**config.mk**
```make
export PLATFORM = sky130hd
export DESIGN_NAME = uc_multiciclo
export DESIGN_NICKNAME = d
export VERILOG_FILES = /design/src/rtl/uc_multiciclo.sv
export SDC_FILE = /design/constraint.sdc
export NUM_CORES = 1
export LEC_CHECK = 0
export BUFFER_PORTS_ARGS = -buffer_cell sky130_fd_sc_hd__buf_2
export CAP_MARGIN = 20
export CORE_ASPECT_RATIO = 0.8
export CORE_MARGIN = 2
export CORE_UTILIZATION = 38
export CTS_CLUSTER_SIZE = 28
export DETAILED_ROUTE_END_ITERATION = 7
export MAX_ROUTING_LAYER = met4
export SYNTH_ARGS = -nofsm -noshare
export SYNTH_HDL_FRONTEND = slang
export SYNTH_SLANG_ARGS = --single-unit
```
**constraint.sdc**
```tcl
create_clock -name clk -period 2.4 [get_ports clk]
set_clock_uncertainty 0.05 [all_clocks]
set_input_delay 0.6 -clock clk [delete_from_list [all_inputs] [get_ports clk]]
set_output_delay 0.6 -clock clk [all_outputs]
set_load 0.1 [all_outputs]
```
**src/rtl/uc_multiciclo.sv**
```systemverilog
// uc_multiciclo -- multicycle RV32I control unit.
// Sequences FETCH / DECODE / EXEC / MEM / WB over a shared memory port
// that uses a req/ready handshake. Memory waits are bounded by MEM_TIMEOUT.
// Retired instructions are counted in instret.
// Optional feature macro: UC_ILLEGAL_TRAP_EN. When it is defined, an unknown
// opcode traps. When it is undefined, an unknown opcode retires as a NOP.
module uc_multiciclo #(
    parameter int MEM_TIMEOUT = 15,
    parameter int RET_W       = 32
) (
    input  logic             clk,
    input  logic             rst,
    input  logic [4:0]       selector,
    input  logic [2:0]       funct3,
    input  logic             Zero,
    input  logic             Less,
    input  logic             LessU,
    input  logic             mem_ready,
    output logic             mem_req,
    output logic             MemWrite,
    output logic             IRWrite,
    output logic             PCWrite,
    output logic [1:0]       PCSrc,
    output logic [2:0]       ImmSel,
    output logic [1:0]       ALUSrcA,
    output logic [1:0]       ALUSrcB,
    output logic [1:0]       ALUOP,
    output logic [1:0]       WDSrc,
    output logic             RegWriteEn,
    output logic [2:0]       state,
    output logic [RET_W-1:0] instret,
    output logic             trap,
    output logic [1:0]       trap_cause
);

    localparam int WC_W = (MEM_TIMEOUT > 1) ? $clog2(MEM_TIMEOUT) : 1;

    localparam logic [4:0] OPC_LOAD   = 5'b00000;
    localparam logic [4:0] OPC_OPIMM  = 5'b00100;
    localparam logic [4:0] OPC_AUIPC  = 5'b00101;
    localparam logic [4:0] OPC_STORE  = 5'b01000;
    localparam logic [4:0] OPC_OP     = 5'b01100;
    localparam logic [4:0] OPC_LUI    = 5'b01101;
    localparam logic [4:0] OPC_BRANCH = 5'b11000;
    localparam logic [4:0] OPC_JALR   = 5'b11001;
    localparam logic [4:0] OPC_JAL    = 5'b11011;

    typedef enum logic [2:0] {
        S_IDLE   = 3'd0,
        S_FETCH  = 3'd1,
        S_DECODE = 3'd2,
        S_EXEC   = 3'd3,
        S_MEM    = 3'd4,
        S_WB     = 3'd5,
        S_TRAP   = 3'd7
    } state_t;

    state_t            state_reg;
    logic [4:0]        opc_reg;
    logic [2:0]        f3_reg;
    logic [2:0]        imm_sel_reg;
    logic [1:0]        wd_src_reg;
    logic [WC_W-1:0]   wait_cnt_reg;
    logic [RET_W-1:0]  instret_reg;
    logic [1:0]        trap_cause_reg;
    logic              wait_expired;
    logic              branch_taken;

    function automatic logic is_known(input logic [4:0] s);
        case (s)
            OPC_LOAD, OPC_OPIMM, OPC_AUIPC, OPC_STORE, OPC_OP,
            OPC_LUI, OPC_BRANCH, OPC_JALR, OPC_JAL: is_known = 1'b1;
            default:                                is_known = 1'b0;
        endcase
    endfunction

    function automatic logic [2:0] imm_fmt(input logic [4:0] s);
        case (s)
            OPC_STORE:            imm_fmt = 3'b001;
            OPC_BRANCH:           imm_fmt = 3'b010;
            OPC_JAL:              imm_fmt = 3'b011;
            OPC_LUI, OPC_AUIPC:   imm_fmt = 3'b100;
            default:              imm_fmt = 3'b000;
        endcase
    endfunction

    // Write-back source; a load's 01 only matters in WB, where it is used
    function automatic logic [1:0] wd_fmt(input logic [4:0] s);
        case (s)
            OPC_LOAD:             wd_fmt = 2'b01;
            OPC_JAL, OPC_JALR:    wd_fmt = 2'b10;
            OPC_LUI:              wd_fmt = 2'b11;
            default:              wd_fmt = 2'b00;
        endcase
    endfunction

    // The last permitted waiting cycle: a miss here ends in TRAP
    assign wait_expired = (wait_cnt_reg == WC_W'(MEM_TIMEOUT - 1));

    // Branch resolution from the same-cycle ALU flags
    always_comb begin
        branch_taken = 1'b0;
        case (f3_reg)
            3'b000:  branch_taken = Zero;
            3'b001:  branch_taken = ~Zero;
            3'b100:  branch_taken = Less;
            3'b101:  branch_taken = ~Less;
            3'b110:  branch_taken = LessU;
            3'b111:  branch_taken = ~LessU;
            default: branch_taken = 1'b0;
        endcase
    end

    // State sequencing, decode latching, wait counter, retire counter, trap cause
    always_ff @(posedge clk or posedge rst) begin
        if (rst) begin
            state_reg      <= S_IDLE;
            opc_reg        <= '0;
            f3_reg         <= '0;
            imm_sel_reg    <= '0;
            wd_src_reg     <= '0;
            wait_cnt_reg   <= '0;
            instret_reg    <= '0;
            trap_cause_reg <= '0;
        end else begin
            case (state_reg)
                S_IDLE: begin
                    state_reg    <= S_FETCH;
                    wait_cnt_reg <= '0;
                end
                S_FETCH: begin
                    if (mem_ready) begin
                        state_reg <= S_DECODE;
                    end else if (wait_expired) begin
                        state_reg      <= S_TRAP;
                        trap_cause_reg <= 2'b10;
                    end else begin
                        wait_cnt_reg <= wait_cnt_reg + WC_W'(1);
                    end
                end
                S_DECODE: begin
                    opc_reg     <= selector;
                    f3_reg      <= funct3;
                    imm_sel_reg <= imm_fmt(selector);
                    wd_src_reg  <= wd_fmt(selector);
                    if (is_known(selector)) begin
                        state_reg <= S_EXEC;
                    end else begin
`ifdef UC_ILLEGAL_TRAP_EN
                        state_reg      <= S_TRAP;
                        trap_cause_reg <= 2'b01;
`else
                        // Unknown opcode: PC already advanced, retire as a NOP
                        state_reg    <= S_FETCH;
                        wait_cnt_reg <= '0;
                        instret_reg  <= instret_reg + RET_W'(1);
`endif
                    end
                end
                S_EXEC: begin
                    case (opc_reg)
                        OPC_LOAD, OPC_STORE: begin
                            state_reg    <= S_MEM;
                            wait_cnt_reg <= '0;
                        end
                        OPC_BRANCH: begin
                            state_reg    <= S_FETCH;
                            wait_cnt_reg <= '0;
                            instret_reg  <= instret_reg + RET_W'(1);
                        end
                        default: state_reg <= S_WB;
                    endcase
                end
                S_MEM: begin
                    if (mem_ready) begin
                        if (opc_reg == OPC_STORE) begin
                            state_reg    <= S_FETCH;
                            wait_cnt_reg <= '0;
                            instret_reg  <= instret_reg + RET_W'(1);
                        end else begin
                            state_reg <= S_WB;
                        end
                    end else if (wait_expired) begin
                        state_reg      <= S_TRAP;
                        trap_cause_reg <= 2'b10;
                    end else begin
                        wait_cnt_reg <= wait_cnt_reg + WC_W'(1);
                    end
                end
                S_WB: begin
                    state_reg    <= S_FETCH;
                    wait_cnt_reg <= '0;
                    instret_reg  <= instret_reg + RET_W'(1);
                end
                S_TRAP: state_reg <= S_TRAP;
                default: state_reg <= S_IDLE;
            endcase
        end
    end

    // Control outputs decoded from the current state and latched decode info
    always_comb begin
        mem_req    = 1'b0;
        MemWrite   = 1'b0;
        IRWrite    = 1'b0;
        PCWrite    = 1'b0;
        PCSrc      = 2'b00;
        ImmSel     = 3'b000;
        ALUSrcA    = 2'b00;
        ALUSrcB    = 2'b00;
        ALUOP      = 2'b00;
        WDSrc      = 2'b00;
        RegWriteEn = 1'b0;
        case (state_reg)
            S_FETCH: begin
                mem_req = 1'b1;
                ALUSrcA = 2'b10;
                ALUSrcB = 2'b10;
                IRWrite = mem_ready;
                PCWrite = mem_ready;
            end
            S_DECODE: begin
                ImmSel = imm_fmt(selector);
                WDSrc  = wd_fmt(selector);
            end
            S_EXEC: begin
                ImmSel = imm_sel_reg;
                WDSrc  = wd_src_reg;
                case (opc_reg)
                    OPC_OP:    ALUOP = 2'b10;
                    OPC_OPIMM: begin
                        ALUSrcB = 2'b01;
                        ALUOP   = 2'b10;
                    end
                    OPC_LOAD, OPC_STORE: ALUSrcB = 2'b01;
                    OPC_BRANCH: begin
                        ALUOP   = 2'b01;
                        PCWrite = branch_taken;
                        PCSrc   = branch_taken ? 2'b01 : 2'b00;
                    end
                    OPC_AUIPC: begin
                        ALUSrcA = 2'b01;
                        ALUSrcB = 2'b01;
                    end
                    OPC_JAL: begin
                        PCWrite = 1'b1;
                        PCSrc   = 2'b01;
                    end
                    OPC_JALR: begin
                        ALUSrcB = 2'b01;
                        PCWrite = 1'b1;
                        PCSrc   = 2'b10;
                    end
                    default: ;
                endcase
            end
            S_MEM: begin
                ImmSel   = imm_sel_reg;
                WDSrc    = wd_src_reg;
                mem_req  = 1'b1;
                MemWrite = (opc_reg == OPC_STORE);
            end
            S_WB: begin
                ImmSel     = imm_sel_reg;
                WDSrc      = wd_src_reg;
                RegWriteEn = 1'b1;
            end
            default: ;
        endcase
    end

    assign state      = state_reg;
    assign instret    = instret_reg;
    assign trap       = (state_reg == S_TRAP);
    assign trap_cause = trap_cause_reg;

endmodule

```
==> results of run 1 <==
stage by stage:
step	worst slack [ns]	util (%)	area, um^2
after floorplan	-0.755	-	3110
after global placement	-0.227	52.6	3870
after detailed placement	-0.267	52.6	3870
after CTS	-0.115	54.7	4030
after global routing	-0.188	55.7	4100
final	-0.0866	55.7	4100
layer usage:
layer | track usage, % | wire, um | vias up
met3 | 3.23 | 260 | 7
met5 | - | 0 | -
li1 | - | - | 1273
met1 | 27.5 | 3680 | 1206
met2 | 25.0 | 2950 | 51
met4 | 3.51 | 50 | 0
cell usage in the layout (no fill, tap or decap), types with 4 or more instances in the layout:
cell | netlist | routed
nor2_1 | 14 | 7
nand2_1 | 65 | 60
xor2_1 | 6 | 6
nand2_4 | 0 | 5
nand3_1 | 17 | 16
nand2b_1 | 8 | 7
and4_1 | 4 | 4
xnor2_1 | 28 | 28
nor2_4 | 0 | 5
nor2b_1 | 4 | 4
dfrtp_1 | 53 | 49
o21ai_0 | 5 | 4
a21oi_1 | 10 | 8
nand4_1 | 18 | 18
clkbuf_8 | 0 | 5
and2_1 | 5 | 4
inv_1 | 7 | 5
dfrtp_2 | 0 | 4
nor3_4 | 1 | 5
buf_6 | 1 | 4
nor3_1 | 11 | 5
buf_2 | 0 | 54
buf_4 | 2 | 25
buf_12 | 0 | 17
path summary, 6_finish.rpt:
kind | cells after the start | slack, ns | from | endpoint
max | 7 | -0.09 | f3_reg[2] | PCWrite
min | 2 | 0.25 | rst | instret[19]
max reg2reg | 9 | 0.15 | opc_reg[1] | instret[31]
min in group clk | 1 | 0.41 | trap_cause[1] | trap_cause[1]
max in group asynchronous | 3 | 1.49 | rst | state[1]
min reg2reg | 1 | 0.41 | trap_cause[1] | trap_cause[1]
worst reg2reg max path, cell delays in order, from the launching register on:
cell and delay, ns:
dfrtp_1 0.43, buf_6 0.14, or3_4 0.39, nor3_4 0.14, buf_4 0.15, a31oi_4 0.04
a2111oi_4 0.36, buf_12 0.18, nand4_1 0.13, xnor2_1 0.14
cell families after synthesis:
family	Yosys count	synth area share, %
muxes	2	0.739
DFF	53	46.1
buffers and inverters	20	3.13
xor gates and xnor gates	34	10.3
and+or+nand+nor	164	29.2
AOI/OAI and AO/OA	35	9.09
other	1	0.130
adders and majority gates	3	1.30
repair_timing:
item / CTS / global route
setup buffers: 2 / 6
pin swaps: 4 / 5
gates resized for setup: 11 / 6
gates cloned: 0 / 1
endpoints found under the setup margin: 8 / 19
final cells by class:
type | count | area (um^2)
multi-input cells | 240 | 1680
well taps | 90 | 113
clock buffers | 5 | 68.8
repair buffers | 100 | 843
flip-flops and latches | 53 | 1330
inverters | 7 | 26.3
clock inverters | 2 | 35.0
fillers | 666 | 3260
where the power goes:
group | switching, mW | internal, mW | total (mW)
clock | 0.296 | 0.304 | 0.600
sequential | 0.219 | 1.07 | 1.29
combinational | 1.99 | 0.927 | 2.92
total | 2.51 | 2.30 | 4.81
==> impl_metrics.env, run 1 <==
export IMPL_status="finished with violations"
export IMPL_violations="negative setup slack"
export IMPL_die_area_um2=8290
export IMPL_clkTransAtPathRegs_ns=0.10
export IMPL_cts_sinks=53
export IMPL_grt_pass1_wl_um=11500
export IMPL_die_h_um=81.8
export IMPL_maxCapViolCount=0
export IMPL_grt_max_degree=34
export IMPL_grt_pass1_vias=2361
export IMPL_die_x_um=101
export IMPL_cellPowerDensity_nw_per_um2=1170
export IMPL_ys_flop_type="dfrtp_1"
export IMPL_path_delay_family="simple AND/OR/NAND/NOR gates"
export IMPL_cpPeakStageDelay_ns=0.37
export IMPL_drt_pass1_iterations=8
export IMPL_hold_viol_final=0
export IMPL_ant_nets=0
export IMPL_synth_commonest_cells="nand2_1 (65), dfrtp_1 (53), xnor2_1 (28), nand4_1 (18), nand3_1 (17)"
export IMPL_ys_seq_elements=53
export IMPL_cts_max_level=2
export IMPL_syn_to_final_growth_pct=42.3
export IMPL_crit_type="reg2out"
export IMPL_max_freq_mhz=402
export IMPL_yosys_area_top_type_share_pct=46.1
export IMPL_drc_errors=0
export IMPL_synthesis_nets=329
export IMPL_final_max_slew_viol_count=0
export IMPL_cts_tree="built"
export IMPL_cp_arrival_ns=1.84
export IMPL_setup_viol=2
export IMPL_p_total_mw=4.81
export IMPL_synth_distinct_cells=49
export IMPL_clock_latency_ns=0.30
export IMPL_hold_slack_ns=0.250
export IMPL_via_per_inst=5.10
export IMPL_hp_class="in2async"
export IMPL_irDropWorstVdd_uv=750
export IMPL_root_buffer="clkbuf_8"
export IMPL_fin_setup_tns_ns=-0.103
export IMPL_grt_remaining_overflow=0
export IMPL_hold_buffers=0
export IMPL_cts_buffers=5
export IMPL_crit_path_cell_trace="mux2i_1 -> xor2_1 -> o21ai_2 -> nand2b_1 -> nor2_1 -> or3_4 -> buf_12"
export IMPL_num_io_pins=70
export IMPL_start_util_pct=39.1
export IMPL_synth_edf_count=0
export IMPL_synthArstFlopShare_pct=100
export IMPL_synthTopCellsByArea="dfrtp_1 (46%), xnor2_1 (8.5%), nand2_1 (8.5%), nand4_1 (3.9%), nand3_1 (3.0%)"
export IMPL_gp_congestion=0.829
export IMPL_yosysMostFrequentCell="nand2_1"
export IMPL_synth_warning_count=0
export IMPL_antenna_found_initial=0
export IMPL_post_route_min_period_ns=2.49
export IMPL_core_um2=7360
export IMPL_nets=424
export IMPL_syn_area_per_cell_um2=9.22
export IMPL_fin_cells=497
export IMPL_io_buffers=68
export IMPL_syn_inst=312
export IMPL_hpwl_um=5260
export IMPL_grtUsageTotal_pct=18.0
export IMPL_numPlacedInstances=481
export IMPL_path_max_fanout=2
export IMPL_p_leak_nw=1.97
export IMPL_critPathBufInv=1
export IMPL_worst_slack_ns=-0.0866
export IMPL_critPathRequiredTime_ns=1.75
export IMPL_syn_cell_area_um2=2880
export IMPL_critPathLaunchType="flop"
export IMPL_largest_reg_flops=32
export IMPL_num_rows=28
export IMPL_vias=2537
export IMPL_wire_per_inst_um=14.0
export IMPL_rsz0062_at_grt="true"
export IMPL_cp_end_kind="output pin"
export IMPL_diodes=0
export IMPL_wirelength_um=6950
export IMPL_dr_first_iter_drc_count=84
export IMPL_ys_seq_area_share_pct=46.1
export IMPL_synth_top_area_cell="dfrtp_1"
export IMPL_drive_above_1_share_pct=36.9
export IMPL_cp_slowest_cell="dfrtp_1"
export IMPL_cts_max_path_buffers=2
export IMPL_final_period_utilization_pct=104
No activity file was read; power rests on OpenSTA's default activity.
==> run 2, diff against run 1 <==
Settings changed: BUFFER_PORTS_ARGS -buffer_cell sky130_fd_sc_hd__buf_2 to not set, DONT_BUFFER_PORTS set to 1, PLACE_DENSITY_LB_ADDON set to 0.05.
==> impl_metrics.env, run 2 (synthesis gave the netlist of run 1 again) <==
export IMPL_placed_cell_area_um2=3810
export IMPL_grtUsageTotal_pct=19.3
export IMPL_critPathRequiredTime_ns=1.75
export IMPL_cts_buffers=5
export IMPL_tightestPinTransition_ns=0.892
export IMPL_p_leak_nw=1.88
export IMPL_rr_worst_depth=8
export IMPL_gr_usage_met3_pct=3.66
export IMPL_final_period_utilization_pct=104
export IMPL_post_route_min_period_ns=2.50
export IMPL_hold_viol_final=0
export IMPL_core_um2=7360
export IMPL_fin_setup_tns_ns=-0.0954
export IMPL_grt_use_met1_pct=29.2
export IMPL_numPlacedInstances=457
export IMPL_grt_busiest_layer="met1"
export IMPL_p_total_mw=4.83
export IMPL_status="finished with violations"
export IMPL_grt_remaining_overflow=0
export IMPL_cp_slowest_cell="or3_4"
export IMPL_slew_headroom_pct=40.5
export IMPL_fin_cells=474
export IMPL_cellPowerDensity_nw_per_um2=1190
export IMPL_root_buffer="clkbuf_8"
export IMPL_crit_path_cell_trace="mux2i_1 -> xor2_1 -> o21ai_2 -> nand2b_1 -> nor2_1 -> or3_4"
export IMPL_syn_to_final_growth_pct=41.0
export IMPL_fin_area_um2=4060
export IMPL_dr_first_iter_drc_count=90
export IMPL_rsz0062_at_grt="true"
export IMPL_antenna_found_initial=0
export IMPL_diodes=0
export IMPL_io_buffers=0
export IMPL_max_freq_mhz=401
export IMPL_cpPeakStageDelay_ns=0.48
export IMPL_via_per_inst=5.27
export IMPL_maxCapViolCount=0
export IMPL_fin_util_pct=55.2
export IMPL_grt_max_degree=32
export IMPL_clock_latency_ns=0.31
export IMPL_num_io_pins=70
export IMPL_wirelength_um=7600
export IMPL_final_cell_mix="nand2_1 (59), buf_4 (57), dfrtp_1 (50)"
export IMPL_ant_nets=0
export IMPL_cp_end_kind="output pin"
export IMPL_cp_arrival_ns=1.85
export IMPL_crit_type="reg2out"
export IMPL_wire_per_inst_um=16.0
export IMPL_hp_class="in2async"
export IMPL_critPathLaunchType="flop"
export IMPL_cts_tree="built"
export IMPL_worst_slack_ns=-0.0954
export IMPL_start_util_pct=39.1
export IMPL_setup_viol=1
export IMPL_n_fill_cell=695
export IMPL_cts_sinks=53
export IMPL_hpwl_um=5580
export IMPL_cts_max_level=2
export IMPL_die_x_um=101
export IMPL_path_max_fanout=2
export IMPL_clkTransAtPathRegs_ns=0.11
export IMPL_cts_max_path_buffers=2
export IMPL_gp_congestion=0.843
export IMPL_dp_worst_setup_slack_ns=-0.0428
export IMPL_drc_errors=0
export IMPL_layout_commonest_cell="nand2_1"
export IMPL_irDropWorstVdd_uv=741
export IMPL_final_max_slew_viol_count=0
export IMPL_nets=400
export IMPL_largest_reg_flops=32
export IMPL_drive_above_1_share_pct=33.1
export IMPL_violations="negative setup slack"
export IMPL_drt_pass1_iterations=4
export IMPL_grt_pass1_wl_um=12100
export IMPL_grt_use_met2_pct=26.6
export IMPL_die_h_um=81.8
export IMPL_grt_pass1_vias=2316
export IMPL_vias=2496
export IMPL_hold_slack_ns=0.147
export IMPL_num_rows=28
export IMPL_die_area_um2=8290
==> run 2: cell types whose count changed in the layout (fill, tap and decap cells not counted), sizes merged <==
cell    before  now
buf        100   77
nor2        15   14
clkbuf       5    6
==> run 2: area by class of cell <==
class | instances | area [um^2] | area share [%]
inverters | 7 | 28.8 | 0.709
well taps | 90 | 113 | 2.77
repair buffers | 77 | 785 | 19.3
multi-input cells | 239 | 1690 | 41.7
flip-flops and latches | 53 | 1330 | 32.8
clock buffers | 6 | 72.6 | 1.79
clock inverters | 2 | 38.8 | 0.956
==> run 2: metal layers <==
layer / part of all wire, % / wire (um)
met5: 0 / 0
met4: 0.74 / 56
met3: 3.6 / 273
met2: 44 / 3310
met1: 52 / 3960
==> run 2: report_power, final <==
group / switching (mW) / total [mW] / internal (mW) / leakage [nW]
clock network: 0.311 / 0.625 / 0.314 / 0.0554
registers: 0.171 / 1.24 / 1.07 / 0.699
logic: 2.05 / 2.96 / 0.906 / 1.13
total: 2.53 / 4.83 / 2.29 / 1.88
==> run 2: worst max-delay path, delay by kind of cell, from the launching register on <==
family | cells | cell delay [ns]
xor+xnor | 1 | 0.20
mux | 1 | 0.23
flops | 1 | 0.38
compound gates | 1 | 0.09
simple gates | 3 | 0.64
==> run 2: worst paths after layout <==
check / startpoint / endpoint / slack [ns]
min in group clk: funct3[1] / f3_reg[1] / 0.34
max in group asynchronous: rst / state[0] / 1.56
worst max-delay path: f3_reg[2] / PCWrite / -0.1
worst min-delay path: rst / instret[18] / 0.15
worst min register to register: imm_sel_reg[2] / imm_sel_reg[2] / 0.43
worst max register to register: opc_reg[0] / instret[9] / 0.08
==> run 2: what timing repair did <==
item | in CTS | in global routing
resized for setup | 5 | 15
buffers inserted | 4 | 5
pin swaps | 5 | 7
endpoints found under the setup margin | 6 | 13
endpoints found under the hold margin | 0 | 0
hold buffers | 0 | 0
